### src/rtl/display_scanner.sv
// ---------------------------------------------------------------------------
// display_scanner
// Time-multiplexed seven-segment scanner for DIGITS displays sharing one
// segment bus. A prescaler divides each digit slot into a dark (blank) lead-in
// and a lit interval. Digit data is double buffered: loads land in a shadow
// register and are promoted to the active register only at a frame boundary,
// so a frame is never torn.
//
// Parameters:
//   DIGITS       number of multiplexed digits (2..8)
//   PRESCALE     clock cycles per digit slot (>= 2)
//   BLANK_CYCLES leading dark cycles of each slot (0 <= BLANK_CYCLES < PRESCALE)
//
// Ports:
//   clk          system clock
//   reset        synchronous active-high reset
//   digit_data   hex nibble per digit, nibble i = bits [4i+3:4i]
//   digit_en     per-digit enable, 0 blanks the digit
//   load         capture digit_data/digit_en into the shadow buffer
//   segs         active-high segments, bit0 = a ... bit6 = g (registered)
//   an           active-high one-hot digit select or all-zero (registered)
//   frame_done   one-cycle pulse with the first output cycle of each new frame
//
// Build option:
//   DISPLAY_SCANNER_LZB_EN  enables leading-zero blanking on the active buffer
// ---------------------------------------------------------------------------
module display_scanner #(
  parameter int unsigned DIGITS       = 4,
  parameter int unsigned PRESCALE     = 50000,
  parameter int unsigned BLANK_CYCLES = 2
) (
  input  logic                  clk,
  input  logic                  reset,
  input  logic [4*DIGITS-1:0]   digit_data,
  input  logic [DIGITS-1:0]     digit_en,
  input  logic                  load,
  output logic [6:0]            segs,
  output logic [DIGITS-1:0]     an,
  output logic                  frame_done
);

  localparam int unsigned CNT_W  = $clog2(PRESCALE);
  localparam int unsigned IDX_W  = $clog2(DIGITS);
  localparam int unsigned DATA_W = 4 * DIGITS;

  localparam logic [CNT_W-1:0] CNT_MAX = CNT_W'(PRESCALE - 1);
  localparam logic [IDX_W-1:0] IDX_MAX = IDX_W'(DIGITS - 1);

  // Hex nibble to gfedcba segment pattern
  function automatic logic [6:0] hex7(input logic [3:0] nib);
    logic [6:0] seg;
    case (nib)
      4'h0: seg = 7'h3F;
      4'h1: seg = 7'h06;
      4'h2: seg = 7'h5B;
      4'h3: seg = 7'h4F;
      4'h4: seg = 7'h66;
      4'h5: seg = 7'h6D;
      4'h6: seg = 7'h7D;
      4'h7: seg = 7'h07;
      4'h8: seg = 7'h7F;
      4'h9: seg = 7'h6F;
      4'hA: seg = 7'h77;
      4'hB: seg = 7'h7C;
      4'hC: seg = 7'h39;
      4'hD: seg = 7'h5E;
      4'hE: seg = 7'h79;
      default: seg = 7'h71;
    endcase
    return seg;
  endfunction

  logic [CNT_W-1:0]  r_cnt;
  logic [IDX_W-1:0]  r_idx;
  logic [DATA_W-1:0] r_act_data;
  logic [DIGITS-1:0] r_act_en;
  logic [DATA_W-1:0] r_shd_data;
  logic [DIGITS-1:0] r_shd_en;
  logic              r_pending;
  logic [6:0]        r_segs;
  logic [DIGITS-1:0] r_an;
  logic              r_wrap_q;
  logic              r_frame_done;

  logic              w_cnt_wrap;
  logic              w_frame_wrap;
  logic [CNT_W-1:0]  w_cnt_nxt;
  logic [IDX_W-1:0]  w_idx_nxt;
  logic [DATA_W-1:0] w_act_data_nxt;
  logic [DIGITS-1:0] w_act_en_nxt;
  logic [DATA_W-1:0] w_shd_data_nxt;
  logic [DIGITS-1:0] w_shd_en_nxt;
  logic              w_pending_nxt;

  logic              w_show;
  logic [3:0]        w_nib;
  logic              w_sel_en;
  logic              w_sel_sup;
  logic [DIGITS-1:0] w_onehot;
  logic [DIGITS-1:0] w_sup;
  logic              w_lit;
  logic [6:0]        w_segs_nxt;
  logic [DIGITS-1:0] w_an_nxt;

  // Slot/frame counters and double-buffer update
  always_comb begin
    w_cnt_wrap     = (r_cnt == CNT_MAX);
    w_frame_wrap   = w_cnt_wrap && (r_idx == IDX_MAX);
    w_cnt_nxt      = w_cnt_wrap ? '0 : r_cnt + CNT_W'(1);
    w_idx_nxt      = r_idx;
    w_act_data_nxt = r_act_data;
    w_act_en_nxt   = r_act_en;
    w_shd_data_nxt = r_shd_data;
    w_shd_en_nxt   = r_shd_en;
    w_pending_nxt  = r_pending;

    if (w_cnt_wrap) begin
      w_idx_nxt = w_frame_wrap ? '0 : r_idx + IDX_W'(1);
    end

    if (load) begin
      w_shd_data_nxt = digit_data;
      w_shd_en_nxt   = digit_en;
    end

    if (w_frame_wrap) begin
      // A load on the boundary edge bypasses the shadow and wins over it
      if (load) begin
        w_act_data_nxt = digit_data;
        w_act_en_nxt   = digit_en;
      end else if (r_pending) begin
        w_act_data_nxt = r_shd_data;
        w_act_en_nxt   = r_shd_en;
      end
      w_pending_nxt = 1'b0;
    end else if (load) begin
      w_pending_nxt = 1'b1;
    end
  end

  // Dark lead-in of each slot
  generate
    if (BLANK_CYCLES == 0) begin : g_no_blank
      assign w_show = 1'b1;
    end else begin : g_blank
      assign w_show = (r_cnt >= CNT_W'(BLANK_CYCLES));
    end
  endgenerate

`ifdef DISPLAY_SCANNER_LZB_EN
  // A digit is a leading zero when it and every enabled digit above it is 0
  always_comb begin
    logic hi_zero;
    logic nib_zero;
    hi_zero  = 1'b1;
    nib_zero = 1'b0;
    w_sup    = '0;
    for (int i = int'(DIGITS) - 1; i >= 0; i--) begin
      nib_zero = (r_act_data[4*i +: 4] == 4'h0);
      if (i != 0) begin
        w_sup[i] = hi_zero && nib_zero;
      end
      hi_zero = hi_zero && (!r_act_en[i] || nib_zero);
    end
  end
`else
  assign w_sup = '0;
`endif

  // Current-digit select and output decode
  always_comb begin
    w_nib     = 4'h0;
    w_sel_en  = 1'b0;
    w_sel_sup = 1'b0;
    w_onehot  = '0;
    for (int unsigned i = 0; i < DIGITS; i++) begin
      if (r_idx == IDX_W'(i)) begin
        w_nib       = r_act_data[4*i +: 4];
        w_sel_en    = r_act_en[i];
        w_sel_sup   = w_sup[i];
        w_onehot[i] = 1'b1;
      end
    end
    w_lit      = w_show && w_sel_en && !w_sel_sup;
    w_segs_nxt = w_lit ? hex7(w_nib) : 7'h00;
    w_an_nxt   = w_lit ? w_onehot : '0;
  end

  // State and registered outputs
  always_ff @(posedge clk) begin
    if (reset) begin
      r_cnt        <= '0;
      r_idx        <= '0;
      r_act_data   <= '0;
      r_act_en     <= '0;
      r_shd_data   <= '0;
      r_shd_en     <= '0;
      r_pending    <= 1'b0;
      r_segs       <= '0;
      r_an         <= '0;
      r_wrap_q     <= 1'b0;
      r_frame_done <= 1'b0;
    end else begin
      r_cnt        <= w_cnt_nxt;
      r_idx        <= w_idx_nxt;
      r_act_data   <= w_act_data_nxt;
      r_act_en     <= w_act_en_nxt;
      r_shd_data   <= w_shd_data_nxt;
      r_shd_en     <= w_shd_en_nxt;
      r_pending    <= w_pending_nxt;
      r_segs       <= w_segs_nxt;
      r_an         <= w_an_nxt;
      // Delayed one extra cycle so the pulse lines up with digit 0's first output
      r_wrap_q     <= w_frame_wrap;
      r_frame_done <= r_wrap_q;
    end
  end

  assign segs       = r_segs;
  assign an         = r_an;
  assign frame_done = r_frame_done;

endmodule

### config.mk
export PLATFORM = sky130hd
export DESIGN_NAME = display_scanner
export DESIGN_NICKNAME = d
export VERILOG_FILES = /design/src/rtl/display_scanner.sv
export SDC_FILE = /design/constraint.sdc
export NUM_CORES = 1
export LEC_CHECK = 0
export BUFFER_PORTS_ARGS = -buffer_cell sky130_fd_sc_hd__clkbuf_2
export CORE_MARGIN = 2
export CORE_UTILIZATION = 30
export CTS_CLUSTER_DIAMETER = 40
export DETAILED_ROUTE_END_ITERATION = 10
export PLACE_DENSITY = 0.47
export REMOVE_ABC_BUFFERS = 1
export SETUP_SLACK_MARGIN = 0.05
export SYNTH_ARGS = -nofsm -noshare
export SYNTH_HDL_FRONTEND = slang
export SYNTH_SLANG_ARGS = --single-unit
### constraint.sdc
create_clock -name clk -period 2.35 [get_ports clk]
set_input_delay 0.1175 -clock clk [delete_from_list [all_inputs] [get_ports clk]]
set_output_delay 0.1175 -clock clk [all_outputs]
set_load 0.03 [all_outputs]
# Word-level counts from Yosys, hierarchy flattened

Memories as Yosys holds them, arrays and structs flattened. A register that Yosys moved wholly into a read port is not among the register bits.
Index checks and enable logic that the tools add are counted.

ROM bits: 112
Memories kept: 1
Word-level logic and storage cells: 44
Input bits: 23
Register bits: 65
Output and inout port bits: 12

Equal/unequal tests: 4
Mux-type cells: 17
Reductions and logical operators: 8
Add/sub/neg operators: 2
$lt $le $gt $ge: 1
Bitwise operators: 1

Memories:

| name             | words | width | read ports | clocked after memory_dff | wr ports | line | text |
|---|---|---|---|---|---|---|---|
| (name not given) | 16    | 7     | 1          | 1                        | 0        | 52   | `case (nib)` |

Operators with widths:

| cell                                                                                 | count |
|---|---|
| 16-bit two-way mux                                                                   | 2 |
| 4-bit two-way mux                                                                    | 6 |
| 16-bit by 1-bit adder with 16-bit output, second input constant                      | 1 |
| 16-bit == test, second input constant                                                | 1 |
| 16-bit by 2-bit greater-or-equal comparator with 1-bit output, second input constant | 1 |
| 1-bit two-way mux                                                                    | 8 |
| 2-bit OR reduction                                                                   | 3 |
| 2-bit == test, second input constant                                                 | 2 |
| 2-bit by 1-bit adder with 2-bit output, second input constant                        | 1 |
| 2-bit by 1-bit == test with 1-bit output, second input constant                      | 1 |
| 1-bit logical AND                                                                    | 2 |
| 2-bit zero test                                                                      | 1 |
| 2-bit two-way mux                                                                    | 1 |
| 2-bit AND reduction                                                                  | 1 |
| 2-bit nonzero test                                                                   | 1 |
| 1-bit inverter                                                                       | 1 |

# Depth between registers and ports, before layout

Word-level depth: 8
Gate-level depth with buffers: 11
Mapped depth without buffers: 10

# Worst setup path before layout

Ideal clock, no wire load.

Kind: register -> register
Start point: register r_idx[0]
End point: register r_segs[1] (netlist: segs[1])
Stages on the path, launching flop included: 9
Path slack: -228 ps
Setup time: 92 ps
Buffers on the path: 1
Period minus slack after synthesis: 2578 ps
Arrival: 2486 ps
Data required time: 2258 ps
Cell sequence: dfxtp_1 -> ha_1 -> clkbuf_2 -> o311ai_0 -> inv_1 -> ha_1 -> o21ai_0 -> a21oi_1 -> a311oi_1

Longest elaborated chain between the ends: 8
Elaborated cells on any way between the ends: 15
Classes of those cells: eq/ne: 3; mux: 8; bitwise: 1; reduce/logical: 3

RTL lines:

| what                            | line | text |
|---|---|---|
| start: declaration              | 74   | `logic [IDX_W-1:0] r_idx;` |
| start signal: assignment        | 205  | `r_idx <= w_idx_nxt;` |
| 2-bit zero test                 | 177  | `if (r_idx == IDX_W'(i)) begin` |
| 1-bit two-way mux (4 in series) | 177  |  |
| 1-bit logical AND               | 184  | `w_lit = w_show && w_sel_en && !w_sel_sup;` |
| 1-bit inverter (no line)        | --   |  |
| 2-bit OR reduction (no line)    | --   |  |
| end: declaration                | 80   | `logic [6:0] r_segs;` |

Parallel ways exist; a longest one is shown, timed or not.
A chain may end at the register's enable or synchronous reset.

# Worst setup path after layout

Start point: register r_idx[1]
End point: register r_segs[6] (netlist: segs[6])

Same word-level chain as after synthesis.

==> results.ini <==
[clock_tree]
cts-root-buf = clkbuf_8
cts_tree = done
cts_buffers = 9
clockBufferDepth = 2
cts_htree_levels = 3
clk_pin_slew_worst_paths_ps = 80
insertion_delay_ps = 350
cts.sinks = 72

[logic_synthesis]
avgSynthCellArea_um2 = 10.0
yosysWarnings = 0
syn_area_um2 = 3240
synth_area_leader_cell = dfxtp_1
synth_xor_area_frac = 0.0405
synth-seq-cells = 72
synth_cell_types = 43
synth_top_cell_area_share = 0.445
synthTopCellsByCount = dfxtp_1, nor2_1, mux2i_1, nor2b_1, mux2_4
synthMuxAreaShare = 0.167
synth-adder-area-share = 0.0502
synth_edf_count = 0
yosysMostFrequentCell = dfxtp_1
syn_inst = 324
async_reset_ff_frac = 0
synth_top_family_by_area = simple AND/OR/NAND/NOR gates
yosysSeqAreaShare = 0.445
yosys.area_share.simple = 0.206
ys.flop_type = dfxtp_1
synth-compound-area-share = 0.0567
synthTopCellsByArea = dfxtp_1, mux2_4, mux2i_1

[worst_hold_path]
min_path_cells = 3
hold_end = r_shd_data[3]$_SDFFE_PP0P_
min_from = digit_data[3]
min_path_type = input port to register

[finish]
num_antenna_cells = 0
nNetsFinal = 407
drive_gt1_frac = 0.269
syn2layout_area_growth_pct = 19.2
fin_area_um2 = 3860

[timing]
grt_setup_unrepaired = false
finalSetupViolCount = 0
slew_viol_final = 0
maxSlewHeadroom = 0.670
finClkSkew_ps = 11.0
fmax_ghz = 0.473
fin_crit_ps = 2110
fin_crit_sh = 0.900
tns_ps = 0
tightest_slew_ps = 494
finalHoldViolations = 0

[pwr]
p_leak_uw = 0.00164
internal-power_uw = 1780
clkPwrFrac = 0.416
p_per_area_nw_per_um2 = 602
comb_power_share = 0.045
power.ir.vdd_worst_mv = 0.268
p_seq_frac = 0.539
netSwitchingPower_uw = 546
power.total_uw = 2330
swShare = 0.235

[floorplan]
die_x_um = 108
ios = 35
core_um2 = 10400
rows = 37
initial_core_util = 0.311
design.die.area_um2 = 11700
die_h_um = 108

[critical_path]
ff2ff_path_depth = 10
setup.worst_path.start_class = register
path_max_fanout = 7
rrSetupSlack_ps = 240
r2r-end = segs[6]$_SDFF_PP0_
crit_type = register to register
crit_required_ps = 2600
crit_arrival_ps = 2370
timing.rr.start = r_idx[1]$_SDFFE_PP0P_
worst_setup_path_end_kind = register

[routing]
viasPerCell = 4.48
vias = 2294
drc = 0
dr.pass1.iters = 4
routedWlPerCell_um = 13.0
antenna_left = 0
drt-initial-drc-count = 64
totalWireLength_um = 6670

[global_route]
grt_max_degree = 48
globalRouteOverflowTotal = 0
grtUsageTotal = 0.124
grt_pass1_vias = 2255
antenna_found_initial = 0
grt_pass1_wl_um = 11100

[place]
gp_congestion = 0.802
io_buffers = 34
place_hpwl_um = 4730
placed_area_um2 = 3640

[status]
status = finished, final reports clean

[run]
timing.max_cap.violations = 0

cells by family after synthesis:
| kind of cell | count (synthesis) |
|---|---|
| DFF | 72 |
| and+or+nand+nor | 133 |
| AOI/OAI and AO/OA | 22 |
| buffers and inverters | 25 |
| muxes | 44 |
| xor gates and xnor gates | 15 |
| adders and majority gates | 13 |
area by class of cell:
type | count | area, um^2
flip-flops and latches | 72 | 1440
multi-input cells | 227 | 1710
repair buffers | 49 | 295
clock buffers | 9 | 124
fillers | 1049 | 6550
well taps | 136 | 170
clock inverters | 7 | 72.6
inverters | 12 | 45.0
power by group through the flow:
stage / Clock, uW / Sequential (uW) / Combinational, uW
after floorplan: 0 / 1280 / 50.4
final: 968 / 1250 / 104
after detailed placement: 0 / 1280 / 107
after CTS: 1010 / 1250 / 108
after global routing: 1060 / 1260 / 118
after global placement: 0 / 1280 / 106
sequential cells by signal, summed over array words and instances (netlist names):
signal,cells
frame_done,1
r_cnt,16
segs,7
r_pending,1
r_shd_data,16
an,4
r_wrap_q,1
r_idx,2
r_act_en,4
r_shd_en,4
r_act_data,16
cells in the final DEF, fill, tap and decap left out, types with 2 or more instances in the layout:
cell,n
nand2b_1,2
nor2_1,56
or3_1,4
a311o_1,2
a21oi_1,4
nand3b_1,3
dfxtp_2,2
mux2i_1,24
clkbuf_2,34
xor2_1,5
nand4_1,4
ha_1,9
xnor2_1,10
nor2b_1,21
nor3b_1,4
buf_4,14
nand3_1,7
ha_2,4
clkinvlp_4,2
inv_1,12
o211ai_1,2
dfxtp_1,70
a311oi_2,2
a311oi_1,3
clkinv_2,2
clkinv_4,2
nand2_1,17
mux2_4,20
clkbuf_8,9
nor3_1,9
through the flow:
stage / std cells / util / worst slack, ps / hold slack (ps)
after floorplan: 311 / - / -174 / 180
after global placement: 496 / 0.349 / 170 / 416
after detailed placement: 496 / 0.349 / 91.9 / 413
after CTS: 512 / 0.368 / 69.1 / 39.3
after global routing: 512 / 0.371 / 58.6 / 59.8
final: 512 / 0.371 / 235 / 53.2
per-layer routing:
layer	part of all wire	up-vias	wire, um	global-route usage
met3	0.036	8	238	0.0458
li1	-	1195	-	-
met2	0.47	32	3110	0.205
met5	0	-	0	0
met1	0.49	1059	3240	0.151
met4	0.012	0	77	0.0385
worst max-delay path, stage by stage (launching register included):
cell and delay (ps):
dfxtp_2 360, inv_1 70, ha_2 220, nand3b_1 180, a221oi_2 230, buf_4 190, inv_1 90, ha_1 230
mux2i_1 140, nor2_1 60, a311oi_1 260
what timing repair did:
action | in CTS | in global routing
hold buffers | 0 | 0
endpoints found under the setup margin | 1 | 6
setup buffers | 0 | 0
resized for setup | 1 | 10
worst max-delay path by stage:
stage	startpoint	end	cells past startpoint
after floorplan	r_idx[0]$_SDFFE_PP0P_	segs[1]$_SDFF_PP0_	9
after global placement	r_idx[1]$_SDFFE_PP0P_	segs[6]$_SDFF_PP0_	10
after detailed placement	r_idx[1]$_SDFFE_PP0P_	segs[6]$_SDFF_PP0_	10
after CTS	r_idx[1]$_SDFFE_PP0P_	segs[6]$_SDFF_PP0_	10
after global routing	r_idx[1]$_SDFFE_PP0P_	segs[6]$_SDFF_PP0_	10
final	r_idx[1]$_SDFFE_PP0P_	segs[6]$_SDFF_PP0_	10
No activity file was read; power rests on OpenSTA's default activity.
